File: src/rtl/seq_divider_if.sv
// Handshake and data bundle for the sequential divider: requests flow master -> slave,
// status and results flow back.
interface seq_divider_if #(
    parameter int N_WIDTH = 10,
    parameter int D_WIDTH = 8
);
    logic               start;
    logic               is_signed;
    logic [N_WIDTH-1:0] numerator;
    logic [D_WIDTH-1:0] denominator;
    logic               busy;
    logic               done;
    logic [N_WIDTH-1:0] quotient;
    logic [D_WIDTH-1:0] remain;
    logic               div_by_zero;
    logic               overflow;

    modport master (
        output start, is_signed, numerator, denominator,
        input  busy, done, quotient, remain, div_by_zero, overflow
    );

    modport slave (
        input  start, is_signed, numerator, denominator,
        output busy, done, quotient, remain, div_by_zero, overflow
    );
endinterface

File: src/rtl/seq_divider.sv
// Multi-cycle restoring divider: one quotient bit per clock on operand magnitudes,
// followed by a sign-fix cycle. Handles runtime signed mode, zero divide and min/-1.
module seq_divider #(
    parameter int N_WIDTH = 10,
    parameter int D_WIDTH = 8
) (
    input logic          clk,
    input logic          rst,
    seq_divider_if.slave bus
);
    localparam int CW = (N_WIDTH > 2) ? $clog2(N_WIDTH) : 1;

    typedef enum logic [1:0] {IDLE, CALC, FIX, DONE} state_t;

    function automatic logic [N_WIDTH-1:0] neg_n(input logic [N_WIDTH-1:0] v);
        return ~v + N_WIDTH'(1);
    endfunction

    function automatic logic [D_WIDTH-1:0] neg_d(input logic [D_WIDTH-1:0] v);
        return ~v + D_WIDTH'(1);
    endfunction

    state_t             state_q, state_d;
    logic [CW-1:0]      cnt_q, cnt_d;
    logic [N_WIDTH-1:0] quo_q, quo_d;
    logic [D_WIDTH-1:0] den_q, den_d;
    logic [D_WIDTH-1:0] rem_q, rem_d;
    logic               negq_q, negq_d;
    logic               negr_q, negr_d;
    logic               ovfc_q, ovfc_d;
    logic [N_WIDTH-1:0] quotient_q, quotient_d;
    logic [D_WIDTH-1:0] remain_q, remain_d;
    logic               dbz_q, dbz_d;
    logic               ovf_q, ovf_d;

    logic               n_neg, d_neg, is_min_n, is_m1_d;
    logic [N_WIDTH-1:0] n_mag;
    logic [D_WIDTH-1:0] d_mag;
    logic [D_WIDTH:0]   trial, diff;

    assign n_neg    = bus.is_signed & bus.numerator[N_WIDTH-1];
    assign d_neg    = bus.is_signed & bus.denominator[D_WIDTH-1];
    assign n_mag    = n_neg ? neg_n(bus.numerator) : bus.numerator;
    assign d_mag    = d_neg ? neg_d(bus.denominator) : bus.denominator;
    assign is_min_n = (bus.numerator == {1'b1, {(N_WIDTH-1){1'b0}}});
    assign is_m1_d  = (bus.denominator == {D_WIDTH{1'b1}});

    // Shift the next numerator bit into the partial remainder; a negative difference means restore.
    assign trial = {rem_q, quo_q[N_WIDTH-1]};
    assign diff  = trial - {1'b0, den_q};

    always_comb begin
        state_d    = state_q;
        cnt_d      = cnt_q;
        quo_d      = quo_q;
        den_d      = den_q;
        rem_d      = rem_q;
        negq_d     = negq_q;
        negr_d     = negr_q;
        ovfc_d     = ovfc_q;
        quotient_d = quotient_q;
        remain_d   = remain_q;
        dbz_d      = dbz_q;
        ovf_d      = ovf_q;
        case (state_q)
            IDLE, DONE: begin
                state_d = IDLE;
                if (bus.start) begin
                    dbz_d  = 1'b0;
                    ovf_d  = 1'b0;
                    quo_d  = n_mag;
                    den_d  = d_mag;
                    rem_d  = '0;
                    negq_d = n_neg ^ d_neg;
                    negr_d = n_neg;
                    ovfc_d = bus.is_signed & is_min_n & is_m1_d;
                    cnt_d  = CW'(N_WIDTH - 1);
                    if (bus.denominator == '0) begin
                        state_d    = DONE;
                        quotient_d = '1;
                        remain_d   = '0;
                        dbz_d      = 1'b1;
                    end else begin
                        state_d = CALC;
                    end
                end
            end
            CALC: begin
                if (diff[D_WIDTH]) begin
                    rem_d = trial[D_WIDTH-1:0];
                    quo_d = {quo_q[N_WIDTH-2:0], 1'b0};
                end else begin
                    rem_d = diff[D_WIDTH-1:0];
                    quo_d = {quo_q[N_WIDTH-2:0], 1'b1};
                end
                cnt_d = cnt_q - CW'(1);
                if (cnt_q == '0) begin
                    state_d = FIX;
                end
            end
            FIX: begin
                quotient_d = negq_q ? neg_n(quo_q) : quo_q;
                remain_d   = negr_q ? neg_d(rem_q) : rem_q;
                ovf_d      = ovfc_q;
                state_d    = DONE;
            end
            default: state_d = IDLE;
        endcase
    end

    always_ff @(posedge clk) begin
        if (rst) begin
            state_q    <= IDLE;
            cnt_q      <= '0;
            quo_q      <= '0;
            den_q      <= '0;
            rem_q      <= '0;
            negq_q     <= 1'b0;
            negr_q     <= 1'b0;
            ovfc_q     <= 1'b0;
            quotient_q <= '0;
            remain_q   <= '0;
            dbz_q      <= 1'b0;
            ovf_q      <= 1'b0;
        end else begin
            state_q    <= state_d;
            cnt_q      <= cnt_d;
            quo_q      <= quo_d;
            den_q      <= den_d;
            rem_q      <= rem_d;
            negq_q     <= negq_d;
            negr_q     <= negr_d;
            ovfc_q     <= ovfc_d;
            quotient_q <= quotient_d;
            remain_q   <= remain_d;
            dbz_q      <= dbz_d;
            ovf_q      <= ovf_d;
        end
    end

    assign bus.busy        = (state_q == CALC) || (state_q == FIX);
    assign bus.done        = (state_q == DONE);
    assign bus.quotient    = quotient_q;
    assign bus.remain      = remain_q;
    assign bus.div_by_zero = dbz_q;
    assign bus.overflow    = ovf_q;
endmodule

File: src/flat_wrapper.sv
// flat-port wrapper written by rule: the top's interface ports become plain ports
module seq_divider_flat 
#(
    parameter int N_WIDTH = 10,
    parameter int D_WIDTH = 8
)
  (clk, rst, bus_start, bus_is_signed, bus_numerator, bus_denominator, bus_busy, bus_done, bus_quotient, bus_remain, bus_div_by_zero, bus_overflow);
  seq_divider_if #(.N_WIDTH(N_WIDTH), .D_WIDTH(D_WIDTH)) bus_i ();
  input logic clk;
  input logic rst;
  input wire logic [$bits(bus_i.start)-1:0] bus_start;
  input wire logic [$bits(bus_i.is_signed)-1:0] bus_is_signed;
  input wire logic [$bits(bus_i.numerator)-1:0] bus_numerator;
  input wire logic [$bits(bus_i.denominator)-1:0] bus_denominator;
  output wire logic [$bits(bus_i.busy)-1:0] bus_busy;
  output wire logic [$bits(bus_i.done)-1:0] bus_done;
  output wire logic [$bits(bus_i.quotient)-1:0] bus_quotient;
  output wire logic [$bits(bus_i.remain)-1:0] bus_remain;
  output wire logic [$bits(bus_i.div_by_zero)-1:0] bus_div_by_zero;
  output wire logic [$bits(bus_i.overflow)-1:0] bus_overflow;
  assign bus_i.start = bus_start;
  assign bus_i.is_signed = bus_is_signed;
  assign bus_i.numerator = bus_numerator;
  assign bus_i.denominator = bus_denominator;
  assign bus_busy = bus_i.busy;
  assign bus_done = bus_i.done;
  assign bus_quotient = bus_i.quotient;
  assign bus_remain = bus_i.remain;
  assign bus_div_by_zero = bus_i.div_by_zero;
  assign bus_overflow = bus_i.overflow;
  seq_divider #(.N_WIDTH(N_WIDTH), .D_WIDTH(D_WIDTH)) u_core (.clk(clk), .rst(rst), .bus(bus_i));
endmodule
File: config.mk
export PLATFORM = sky130hd
export DESIGN_NAME = seq_divider_flat
export DESIGN_NICKNAME = d
export VERILOG_FILES = /design/src/rtl/seq_divider_if.sv /design/src/rtl/seq_divider.sv /design/src/flat_wrapper.sv
export SDC_FILE = /design/constraint.sdc
export NUM_CORES = 1
export LEC_CHECK = 0
export BUFFER_PORTS_ARGS = -buffer_cell sky130_fd_sc_hd__buf_2
export CAP_MARGIN = 30
export CORE_MARGIN = 3
export CORE_UTILIZATION = 50
export CTS_BUF_LIST = sky130_fd_sc_hd__clkbuf_8
export DETAILED_ROUTE_END_ITERATION = 10
export GPL_TIMING_DRIVEN = 0
export PLACE_DENSITY_LB_ADDON = 0.1
export SKIP_CTS_REPAIR_TIMING = 1
export SYNTH_ARGS = -nofsm -noshare
export SYNTH_HDL_FRONTEND = slang
export SYNTH_SLANG_ARGS = --single-unit
File: constraint.sdc
create_clock -name clk -period 7.1 [get_ports clk]
set_clock_uncertainty 0.1 [all_clocks]
set_input_delay 0 -clock clk [delete_from_list [all_inputs] [get_ports clk]]
set_output_delay 0 -clock clk [all_outputs]
set_load 0.005 [all_outputs]
==> results of run 1 <==
## area by class of cell
class / instances / share of cell area
sequential: 55 / 0.285
buffer: 19 / 0.0226
clock inverter: 2 / 0.0100
multi-input combinational: 308 / 0.530
inverter: 26 / 0.0252
tap: 77 / 0.0249
clock buffer: 6 / 0.0213
timing repair buffer: 52 / 0.0815
## state kept, by name, summed over array words and instances (netlist names)
register,count
u_core.bus.overflow,1
u_core.state_q,2
u_core.bus.div_by_zero,1
u_core.cnt_q,4
u_core.negr_q,1
u_core.bus.quotient,10
u_core.rem_q,8
u_core.den_q,8
u_core.quo_q,10
u_core.bus.remain,8
u_core.negq_q,1
u_core.ovfc_q,1
## cell families (layout without fill, tap and decap cells)
group | Yosys count | in the layout | share of synthesized area
simple gates | 137 | 137 | 0.185
flops | 55 | 55 | 0.330
compound gates | 110 | 110 | 0.239
fa+ha+maj | 19 | 19 | 0.0735
buf+inv | 45 | 105 | 0.0555
mux | 12 | 12 | 0.0379
xor+xnor | 30 | 30 | 0.0788
## cell usage after synthesis, types with 4 or more instances
| master | number | area, um^2 |
|---|---|---|
| dfxtp_1 | 55 | 1100 |
| a21oi_1 | 24 | 120 |
| o31ai_1 | 5 | 37.5 |
| o21ai_0 | 13 | 65.1 |
| nand2b_1 | 5 | 31.3 |
| buf_2 | 4 | 20.0 |
| nor2_1 | 50 | 188 |
| xnor2_1 | 12 | 105 |
| mux2i_1 | 10 | 100 |
| nand3_1 | 14 | 70.1 |
| inv_1 | 26 | 97.6 |
| a211oi_1 | 11 | 82.6 |
| o21ai_1 | 8 | 40.0 |
| ha_1 | 18 | 225 |
| nor3_1 | 6 | 30.0 |
| nand4_1 | 4 | 25.0 |
| a31oi_1 | 4 | 25.0 |
| clkbuf_1 | 10 | 37.5 |
| a311oi_1 | 9 | 78.8 |
| nand2_1 | 43 | 161 |
| a22oi_1 | 9 | 67.6 |
| xor2_1 | 18 | 158 |
## worst paths after layout
check / from / end / slack [ns]
max reg2reg: u_core.quo_q[9]$_SDFFE_PP0P_ / u_core.rem_q[7]$_SDFFE_PP0P_ / 4.44
min: bus_numerator[3] / u_core.ovfc_q$_SDFFE_PP0P_ / -0.02
max: u_core.quo_q[9]$_SDFFE_PP0P_ / u_core.rem_q[7]$_SDFFE_PP0P_ / 4.44
min reg2reg: u_core.ovfc_q$_SDFFE_PP0P_ / u_core.ovfc_q$_SDFFE_PP0P_ / 0.36
## cells in the final DEF, fill, tap and decap left out, drive strengths merged, types with 2 or more instances in the layout
master,n
a211oi,14
a21boi,2
a21oi,25
a22oi,9
a311oi,9
a31oi,4
a32oi,2
and2,2
buf,50
clkbuf,16
dfxtp,55
dlygate4sd3,11
ha,18
inv,27
mux2,2
mux2i,10
nand2,43
nand2b,5
nand3,14
nand3b,2
nand4,4
nor2,50
nor2b,2
nor3,6
nor3b,2
o211ai,4
o21ai,21
o21bai,2
o31ai,6
o41ai,3
or3,3
or4,3
xnor2,12
xor2,18
## per-stage QoR
stage          utilization  setup WS [ns]  area (um^2)
2_1_floorplan            -           4.76         3340
5_1_grt              0.602           4.30         3870
6_report             0.602           4.44         3870
3_3_place_gp         0.566           4.49         3640
3_5_place_dp         0.566           4.43         3640
4_1_cts              0.585           4.42         3760
## per-layer routing
metal | vias up | track usage | part of all wire
met5 | - | 0 | 0
met4 | 0 | 0.0502 | 0.014
met3 | 13 | 0.0329 | 0.035
met2 | 62 | 0.355 | 0.47
met1 | 1426 | 0.295 | 0.48
li1 | 1576 | - | -
## tightest hold or removal path, cell delays in order
cell and delay, ns:
buf_2 0.10, nor3b_1 0.09, nand4_1 0.10, a21oi_1 0.06
## power by group through the flow
stage / clock [mW] / combinational, mW / sequential, mW
after floorplan: 0 / 0.480 / 0.421
after global placement: 0 / 0.610 / 0.434
after detailed placement: 0 / 0.620 / 0.437
after CTS: 0.226 / 0.623 / 0.429
after global routing: 0.241 / 0.703 / 0.440
final: 0.221 / 0.627 / 0.430
==> results.toml, run 1 <==
[global_route]
grt_max_degree = 18
track_usage = 0.215
grt_pass1_wl_um = 13300
grt_overflow = 0
antenna_found_initial = 0
grt_pass1_vias = 2814

[floorplan]
fp.dieW_um = 87.7
die_height_um = 87.7
die_area_mm2 = 0.00769
rows = 29
core_mm2 = 0.00642
start_util = 0.519
num_io_pins = 44

[sta]
min_period_ns = 2.66
maxSlewViolCount = 0
tns_ns = 0
max_freq_mhz = 377
whs_ns = -0.0244
relSlewSlack = 0.647
setup_violations = 0
hold_violations = 2
finalCritPeriodShare = 0.374
tightest_slew_ns = 0.527
rsz0062_at_grt = "no"

[yosys]
ys_async_sr_fraction = 0
synth.avg_cell_area_um2 = 8.18
synth_area_mm2 = 0.00334
seq_area_frac_synth = 0.330
yosysWarnings = 0
ys_ff_latch = 55
synth_ff_type = "dfxtp_1"
netlist_instances = 408
synth_edf_count = 0
syn_nets = 449
yosys.cell_types.count = 58

[worst_setup_path]
cp.required_ns = 7.19
cp_max_fo = 10
crit_slowest_cell = "fa_1"
worstPathArrival_ns = 2.74
critPathKind = "flip-flop to flip-flop"
path_common_cell = "inv_1"
slowest_delay_ns = 0.43
r2r_cells = 10
path_depth = 10
cpLargestDelayFamily = "compound AO/OA/AOI/OAI gates"
startpoint_type = "flip-flop"
cp-end-kind = "flip-flop"
critPathBufInv = 3
crit_path_cell_trace = "inv_1 > ha_1 > inv_1 > fa_1 > a211oi_4 > o211ai_2 > a221o_1 > buf_6 > a32oi_1 > o31ai_1"

[power_and_ir_drop]
power_frac_clock = 0.173
switching_power_mw = 0.534
fin_total_pwr_mw = 1.28
intPower_mw = 0.743
powerDensity_mw_per_mm2 = 330
pwr-share-seq = 0.336
vdd_ir_drop_max_v = 0.000205
switching_share = 0.418
p_leak_nw = 1.57
pwr-share-comb = 0.491

[final_layout]
drive_gt1_frac = 0.147
fillers = 583
instances_no_fill = 545
diodes = 0
multi_input_area_mm2 = 0.00205
syn_to_final_growth_pct = 16.0
fin_nets = 508
regArea_mm2 = 0.00110

[cts]
cts_tree = "yes"
numCtsBuffers = 5
insertion_delay_ns = 0.31
cts_max_path_buffers = 2
clk_pin_slew_worst_paths_ns = 0.10
h-tree-depth = 2
clock-sinks = 55
cts_root_buffer = "clkbuf_8"

[placed_design]
place.gp.congestion = 0.888
port_buffers = 41
dp_hpwl_um = 6240
placed_cells_incl_taps = 526

[hold_path]
hp-class = "input port to flip-flop"
min_path_cells = 4

[outcome]
status = "complete, but fails checks"
violations = "hold timing"

[detailed_routing]
num_vias = 3077
dr.pass1.iters = 4
wl_um = 8040
detail-route-antenna-nets = 0
avgViaCountPerCell = 5.65
drc_errors = 0
drt-initial-drc-count = 121
wl_per_cell_um = 14.8

[run]
drv_cap = 0
(Power assumes the default switching activity.)
==> inputs of run 2 (changes only) <==
clock period = 2.2 ns   (was 7.1 ns; I/O delays follow)
==> results.toml, run 2 (synthesized netlist as in run 1, its figures left out) <==
[outcome]
status = "complete, but fails checks"
violations = "hold timing, setup timing"

[worst_setup_path]
cp.required_ns = 2.31
startpoint_type = "flip-flop"
slowest_delay_ns = 0.41
r2r-end = "u_core.rem_q[7]$_SDFFE_PP0P_"
reg2reg_from = "u_core.quo_q[9]$_SDFFE_PP0P_"
critPathBufInv = 3
crit_path_cell_trace = "inv_4 > ha_4 > inv_2 > fa_2 > a211oi_4 > o211ai_2 > a221o_1 > buf_6 > a32oi_1 > o31ai_1"
cpLargestDelayFamily = "compound AO/OA/AOI/OAI gates"
reg2reg_slack_ns = -0.23
path_depth = 10
cp_max_fo = 5
critPathKind = "flip-flop to flip-flop"
r2r_cells = 10
crit_path_start = "u_core.quo_q[9]$_SDFFE_PP0P_"
cp-end-kind = "flip-flop"
crit_slowest_cell = "a221o_1"
worstPathArrival_ns = 2.53

[detailed_routing]
wl_um = 8250
detail-route-antenna-nets = 0
drc_errors = 0
num_vias = 3087
avgViaCountPerCell = 5.64
drt-initial-drc-count = 91
dr.pass1.iters = 4
wl_per_cell_um = 15.1

[sta]
max_freq_mhz = 412
hold_violations = 5
finalCritPeriodShare = 1.10
relSlewSlack = 0.659
min_period_ns = 2.43
tns_ns = -1.79
setup_violations = 9
tightest_slew_ns = 0.512
fin_ws_ns = -0.228
maxSlewViolCount = 0
rsz0062_at_grt = "yes"
whs_ns = -0.0325

[final_layout]
layout_commonest_cell = "dfxtp_1"
drive_gt1_frac = 0.181
syn_to_final_growth_pct = 18.1
final_core_util = 0.613
final_cell_mix = "dfxtp_1 (52), nor2_1 (50), buf_2 (44)"
fin_nets = 510
diodes = 0

[floorplan]
die_area_mm2 = 0.00769
num_io_pins = 44
rows = 29
fp.dieW_um = 87.7
start_util = 0.519
die_height_um = 87.7
core_mm2 = 0.00642

[global_route]
track_usage = 0.216
grt_pass1_vias = 2863
grt_pass1_wl_um = 13300
grt_overflow = 0
grt_max_degree = 18
antenna_found_initial = 0

[hold_path]
holdPathEnd = "u_core.ovfc_q$_SDFFE_PP0P_"
hp-class = "input port to flip-flop"
min-delay-start = "bus_numerator[3]"
min_path_cells = 4

[cts]
cts_root_buffer = "clkbuf_8"
clk_pin_slew_worst_paths_ns = 0.10
clock-sinks = 55
cts_max_path_buffers = 2
h-tree-depth = 2
cts_tree = "yes"
numCtsBuffers = 5
insertion_delay_ns = 0.31

[placed_design]
place.gp.congestion = 0.846
dp_slack_ns = -0.337
dp_hpwl_um = 6310
port_buffers = 41

[power_and_ir_drop]
vdd_ir_drop_max_v = 0.000712
p_leak_nw = 1.59
powerDensity_mw_per_mm2 = 1100
fin_total_pwr_mw = 4.34

[run]
drv_cap = 0
run 2: changes by cell type in the layout (fill, tap and decap cells not counted), moves of 2 or more:
cell           delta
buf_4             +6
clkbuf_1          -2
dfxtp_1           -3
dfxtp_2           +3
dlygate4sd3_1     -2
ha_1              -2
ha_4              +2
inv_1             -2
run 2: final cells by class:
| type | instances | area [um^2] |
|---|---|---|
| Clock buffer | 5 | 68.8 |
| Timing Repair Buffer | 56 | 338 |
| Multi-Input combinational cell | 308 | 2080 |
| Inverter | 26 | 100 |
| Fill cell | 592 | 2480 |
| Buffer | 17 | 82.6 |
| Sequential cell | 55 | 1100 |
| Clock inverter | 3 | 67.6 |
| Tap cell | 77 | 96.3 |
run 2: metal layers:
| layer | GRT usage | share of wire | vias up |
|---|---|---|---|
| met5 | 0 | 0 | - |
| met4 | 0.0502 | 0.0073 | 0 |
| met3 | 0.0301 | 0.041 | 6 |
| met2 | 0.357 | 0.47 | 65 |
| met1 | 0.299 | 0.48 | 1429 |
| li1 | - | - | 1587 |
run 2: where the power goes:
group	switching, mW	internal (mW)	leakage [nW]
clock	0.350	0.454	0.0644
sequential	0.202	1.20	0.449
combinational	1.23	0.904	1.08
run 2: stage by stage:
| stage | instance area [um^2] | std cells |
|---|---|---|
| 5_1_grt | 3940 | 547 |
| 4_1_cts | 3790 | 534 |
| 3_3_place_gp | 3650 | 526 |
| 3_5_place_dp | 3650 | 526 |
| 2_1_floorplan | 3350 | 408 |
| 6_report | 3940 | 547 |
run 2: how the worst max path moves through the flow:
stage / end / slack, ns
3_3_place_gp: u_core.rem_q[0]$_SDFFE_PP0P_ / -0.32
6_report: u_core.rem_q[7]$_SDFFE_PP0P_ / -0.23
4_1_cts: u_core.rem_q[0]$_SDFFE_PP0P_ / -0.35
3_5_place_dp: u_core.rem_q[0]$_SDFFE_PP0P_ / -0.34
2_1_floorplan: u_core.rem_q[0]$_SDFFE_PP0P_ / -0.10
5_1_grt: u_core.rem_q[7]$_SDFFE_PP0P_ / -0.30
run 2: worst register-to-register path, stage by stage, from the launching register on:
cell	delay, ns
dfxtp_2	0.35
inv_4	0.07
ha_4	0.13
inv_2	0.03
fa_2	0.36
a211oi_4	0.30
o211ai_2	0.10
a221o_1	0.41
buf_6	0.18
a32oi_1	0.19
o31ai_1	0.09
